### src/rtl/lsu_pkg.sv
// Shared definitions for the load/store unit: FSM states, RISC-V funct3 size codes
// and the access legality check.
package lsu_pkg;

  typedef enum logic [1:0] {
    IDLE,
    ACCESS,
    READ_WAIT,
    RESP
  } lsu_state_e;

  localparam logic [2:0] LB  = 3'b000;
  localparam logic [2:0] LH  = 3'b001;
  localparam logic [2:0] LW  = 3'b010;
  localparam logic [2:0] LBU = 3'b100;
  localparam logic [2:0] LHU = 3'b101;
  localparam logic [2:0] SB  = 3'b000;
  localparam logic [2:0] SH  = 3'b001;
  localparam logic [2:0] SW  = 3'b010;

  // Illegal size codes, unsigned stores and misaligned halfword/word accesses all fault.
  function automatic logic accessFault(input logic we, input logic [2:0] funct3,
                                       input logic [1:0] byteOff);
    logic fault;
    fault = 1'b0;
    case (funct3)
      LB:      fault = 1'b0;
      LH:      fault = byteOff[0];
      LW:      fault = (byteOff != 2'b00);
      LBU:     fault = we;
      LHU:     fault = we | byteOff[0];
      default: fault = 1'b1;
    endcase
    return fault;
  endfunction

endpackage

### src/rtl/load_formatter.sv
// Combinational load lane selection: picks the addressed byte/halfword out of the
// RAM word and sign- or zero-extends it according to funct3.
module load_formatter
  import lsu_pkg::*;
(
  input  logic [2:0]  funct3,
  input  logic [1:0]  byteOff,
  input  logic [31:0] rawData,
  output logic [31:0] loadData
);

  logic [7:0]  laneByte;
  logic [15:0] laneHalf;

  always_comb begin
    laneByte = rawData[8*byteOff +: 8];
    laneHalf = rawData[16*byteOff[1] +: 16];
    loadData = rawData;
    case (funct3)
      LB:      loadData = {{24{laneByte[7]}}, laneByte};
      LH:      loadData = {{16{laneHalf[15]}}, laneHalf};
      LBU:     loadData = {24'h000000, laneByte};
      LHU:     loadData = {16'h0000, laneHalf};
      default: loadData = rawData;
    endcase
  end

endmodule

### src/rtl/load_store_unit.sv
// Single-outstanding load/store unit between the execute stage and a synchronous
// data RAM with one cycle of read latency.
module load_store_unit
  import lsu_pkg::*;
#(
  parameter int Address_Width_RAM = 12,
  parameter int Data_Width        = 32
) (
  input  logic                         clk,
  input  logic                         rst,
  input  logic                         req_valid,
  output logic                         req_ready,
  input  logic                         req_we,
  input  logic [2:0]                   req_funct3,
  input  logic [Address_Width_RAM-1:0] req_addr,
  input  logic [Data_Width-1:0]        req_wdata,
  output logic                         resp_valid,
  output logic [Data_Width-1:0]        resp_rdata,
  output logic                         resp_fault,
  output logic [Address_Width_RAM-1:0] mem_addr,
  output logic                         mem_we,
  output logic [3:0]                   mem_be,
  output logic [Data_Width-1:0]        mem_wdata,
  input  logic [Data_Width-1:0]        mem_rdata
);

  lsu_state_e                   state_q, state_d;
  logic                         we_q, we_d;
  logic [2:0]                   funct3_q, funct3_d;
  logic [Address_Width_RAM-1:0] addr_q, addr_d;
  logic [Data_Width-1:0]        wdata_q, wdata_d;
  logic                         fault_q, fault_d;
  logic [Data_Width-1:0]        rdata_q, rdata_d;

  logic                         reqFault;
  logic [Data_Width-1:0]        loadData;

  assign reqFault = accessFault(req_we, req_funct3, req_addr[1:0]);

  load_formatter u_formatter (
    .funct3  (funct3_q),
    .byteOff (addr_q[1:0]),
    .rawData (mem_rdata),
    .loadData(loadData)
  );

  always_ff @(posedge clk or posedge rst) begin
    if (rst) begin
      state_q  <= IDLE;
      we_q     <= 1'b0;
      funct3_q <= 3'b000;
      addr_q   <= '0;
      wdata_q  <= '0;
      fault_q  <= 1'b0;
      rdata_q  <= '0;
    end else begin
      state_q  <= state_d;
      we_q     <= we_d;
      funct3_q <= funct3_d;
      addr_q   <= addr_d;
      wdata_q  <= wdata_d;
      fault_q  <= fault_d;
      rdata_q  <= rdata_d;
    end
  end

  // Next-state and output logic; RAM signals are only non-zero during ACCESS.
  always_comb begin
    state_d    = state_q;
    we_d       = we_q;
    funct3_d   = funct3_q;
    addr_d     = addr_q;
    wdata_d    = wdata_q;
    fault_d    = fault_q;
    rdata_d    = rdata_q;
    req_ready  = 1'b0;
    resp_valid = 1'b0;
    resp_fault = 1'b0;
    mem_addr   = '0;
    mem_we     = 1'b0;
    mem_be     = 4'b0000;
    mem_wdata  = '0;

    case (state_q)
      IDLE: begin
        req_ready = 1'b1;
        if (req_valid) begin
          we_d     = req_we;
          funct3_d = req_funct3;
          addr_d   = req_addr;
          wdata_d  = req_wdata;
          fault_d  = reqFault;
          if (reqFault) begin
            rdata_d = '0;
            state_d = RESP;
          end else begin
            state_d = ACCESS;
          end
        end
      end

      ACCESS: begin
        mem_addr = {addr_q[Address_Width_RAM-1:2], 2'b00};
        case (funct3_q[1:0])
          2'b00:   mem_be = 4'b0001 << addr_q[1:0];
          2'b01:   mem_be = addr_q[1] ? 4'b1100 : 4'b0011;
          default: mem_be = 4'b1111;
        endcase
        if (we_q) begin
          mem_we = 1'b1;
          case (funct3_q[1:0])
            2'b00:   mem_wdata = {4{wdata_q[7:0]}};
            2'b01:   mem_wdata = {2{wdata_q[15:0]}};
            default: mem_wdata = wdata_q;
          endcase
          state_d = RESP;
        end else begin
          state_d = READ_WAIT;
        end
      end

      READ_WAIT: begin
        rdata_d = loadData;
        state_d = RESP;
      end

      RESP: begin
        resp_valid = 1'b1;
        resp_fault = fault_q;
        state_d    = IDLE;
      end

      default: state_d = IDLE;
    endcase
  end

  assign resp_rdata = rdata_q;

endmodule

### config.mk
export PLATFORM = sky130hd
export DESIGN_NAME = load_store_unit
export DESIGN_NICKNAME = d
export VERILOG_FILES = /design/src/rtl/lsu_pkg.sv /design/src/rtl/load_formatter.sv /design/src/rtl/load_store_unit.sv
export SDC_FILE = /design/constraint.sdc
export NUM_CORES = 1
export LEC_CHECK = 0
export CAP_MARGIN = 20
export CORE_UTILIZATION = 45
export CTS_CLUSTER_SIZE = 30
export DETAILED_ROUTE_END_ITERATION = 8
export PLACE_DENSITY = 0.81
export SYNTH_ARGS = -nofsm -noshare
export SYNTH_HDL_FRONTEND = slang
export SYNTH_SLANG_ARGS = --single-unit
### constraint.sdc
create_clock -name clk -period 3.4 [get_ports clk]
set_clock_uncertainty 0.1 [all_clocks]
set_input_delay 0.51 -clock clk [delete_from_list [all_inputs] [get_ports clk]]
set_output_delay 0.51 -clock clk [all_outputs]
set_load 0.02 [all_outputs]
==> results.cfg <==
[placement]
io_buffers = 164
dp_hpwl_um = 9450
place_congestion = 0.807
preCtsSetupSlack_ps = 676

[cts]
holdBufCountCts = 0
tritoncts = done
numCtsBuffers = 9
clkLatencyLatePin_ps = 350
cts.clk_slew.worst_paths_ps = 90
clockRootBuffer = clkbuf_8
clk_path_buf_depth = 2
postCtsSetupBuffers = 0
post_cts_resized = 0
htreeDepth = 3
cts.sinks = 83

[run_status]
status = completed

[timing]
setup_viol = 0
setup-tns-final_ps = 0
whs_ps = 391
finalWorstSetupSlack_ps = 256
post-route-period-util = 0.925
worstMarginPinSlew_ps = 838
relSlewSlack = 0.441
grt_setup_unrepaired = false
finalHoldViolations = 0
slew_viol_final = 0
timing.fmax_mhz = 318
min_period_ps = 3140

[grt]
gr-total-overflow = 0
grt_pass1_vias = 3982
grt_max_degree = 50
grt_usage = 0.250
grt_use_met3 = 0.0499
met2_usage = 0.410
antenna_found_initial = 0
grt_pass1_wl_um = 19800
grt-busiest-layer = met2
groute.layer.met1.usage = 0.323

[worst_hold_path]
hold_class = reg2reg

[power_and_ir_drop]
p_sw_uw = 2380
p_leak_uw = 0.00270
power_frac_seq = 0.321
irDropWorstVdd_uv = 486
netSwitchingFraction = 0.417
powerDensity_nw_per_um2 = 877
p_int_uw = 3320
share_comb_of_total_power = 0.538
power.clock.fraction = 0.141
power_uw = 5700

[synthesis]
synth-async-reset-ratio = 1.00
yosysSeqAreaShare = 0.458
ys_ff_latch = 83
synthFlopType = dfrtp_1
syn_inst = 448
synth_edf_count = 0
yosys_warnings = 0
avgSynthCellArea_um2 = 10.1
yosys.cell_types.count = 39
syn_area_um2 = 4530

[detailed_routing]
wl_per_cell_um = 17.3
antenna_left = 0
drt_first_pass_iters = 4
vias = 4001
drc = 0
drt-initial-drc-count = 203
vias_per_cell = 5.41
drt-total-wl_um = 12800

[flow_run]
cap_violations = 0

[floorplan]
die_h_um = 102
dieArea_um2 = 10500
start_util = 0.464
placementRows = 36
die_w_um = 102
core_um2 = 9770
ios = 167

[cells_and_area]
nNetsFinal = 688
fillers = 809
diodes = 0
multiInputGateArea_um2 = 2270
ff_latch_area_um2 = 2080
layout-drive-gt1-share = 0.162
area_growth_pct = 43.5

[worst_setup_path]
crit_path_end_kind = output port
critPathArrivalTime_ps = 2530
startpoint_type = register
critPathMaxFanout = 19
cp.required_ps = 2790
path_class = reg2out
[cell usage after synthesis, drive strengths merged, types with 7 or more instances]
library cell  count  area [um^2]
a21o              7         52.6
a21oi            36          184
a22o             17          149
a31oi             8         50.1
and2             12         75.1
and3              8         50.1
buf              23          115
clkbuf           12         45.0
dfrtp            83         2080
mux2             61          687
mux2i            25          250
nand2            24         92.6
nand4             7         43.8
nor2             54          203
o21ai            37          185
[registers in the layout, indices dropped and copies added, names as in the netlist]
| name | count |
|---|---|
| addr_q | 12 |
| resp_rdata | 32 |
| fault_q | 1 |
| wdata_q | 32 |
| we_q | 1 |
| state_q | 2 |
| funct3_q | 3 |
[routing by layer]
metal  up-vias  wire (um)
met5         -          0
met4         0        316
met3        28        705
met2       145       6330
met1      1934       5410
li1       1894          -
[metrics by stage]
stage	cell area, um^2	instances	utilization
floorplan	4530	449	-
global placement	6270	723	0.642
detailed placement	6270	723	0.642
CTS	6500	739	0.665
global route	6500	739	0.665
finish	6500	739	0.665
[path summary, 6_finish.rpt]
kind / from / to / slack [ps] / depth (start not counted)
setup / recovery: funct3_q[1] / mem_be[0] / 260 / 4
hold / removal: fault_q / fault_q / 390 / 2
setup reg to reg: funct3_q[0] / resp_rdata[19] / 960 / 5
hold reg to reg: fault_q / fault_q / 390 / 2
max in group asynchronous: rst / funct3_q[1] / 2020 / 3
min in group asynchronous: rst / wdata_q[0] / 420 / 2
[power by group through the flow]
| stage | clock network, uW | registers [uW] | logic [uW] |
|---|---|---|---|
| after floorplan | 0 | 1750 | 2060 |
| after global placement | 0 | 1820 | 3010 |
| after detailed placement | 0 | 1840 | 3060 |
| after CTS | 821 | 1820 | 3080 |
| after global routing | 856 | 1890 | 3340 |
| final | 802 | 1830 | 3070 |
[critical path, stage by stage (launching register included)]
cell and delay, ps:
dfrtp_2 530, clkinv_1 490, o21a_1 400, nor2b_1 150, clkdlybuf4s50_1 610
[cells in the final DEF, fill, tap and decap left out, types with 2 or more instances in the layout]
| cell | count |
|---|---|
| clkdlybuf4s50_1 | 164 |
| dfrtp_1 | 82 |
| mux2_2 | 61 |
| nor2_1 | 54 |
| o21ai_0 | 37 |
| a21oi_1 | 35 |
| mux2i_1 | 25 |
| nand2_1 | 23 |
| a22o_1 | 17 |
| and2_1 | 12 |
| buf_4 | 12 |
| clkbuf_8 | 10 |
| a31oi_1 | 8 |
| and3_1 | 8 |
| nand4_1 | 7 |
| a21o_1 | 7 |
| inv_1 | 5 |
| nor2b_1 | 4 |
| ha_1 | 4 |
| clkinv_1 | 2 |
| or3_1 | 2 |
| o21a_1 | 2 |
| conb_1 | 2 |
| bufinv_16 | 2 |
[final cells by class]
| type | instances | area share |
|---|---|---|
| tap | 133 | 0.0256 |
| clock inverter | 5 | 0.0131 |
| clock buffer | 11 | 0.0217 |
| multi-input combinational | 323 | 0.349 |
| sequential | 83 | 0.320 |
| timing repair buffer | 176 | 0.266 |
| inverter | 8 | 0.00481 |
[logic make-up after synthesis]
kind of cell	synth area share
flip-flops	0.458
other	0.000828
multiplexers	0.207
buffers and inverters	0.0420
adder cells (fa/ha/maj)	0.0110
AO/OA/AOI/OAI	0.160
AND/OR/NAND/NOR	0.121
(Power assumes the default switching activity.)
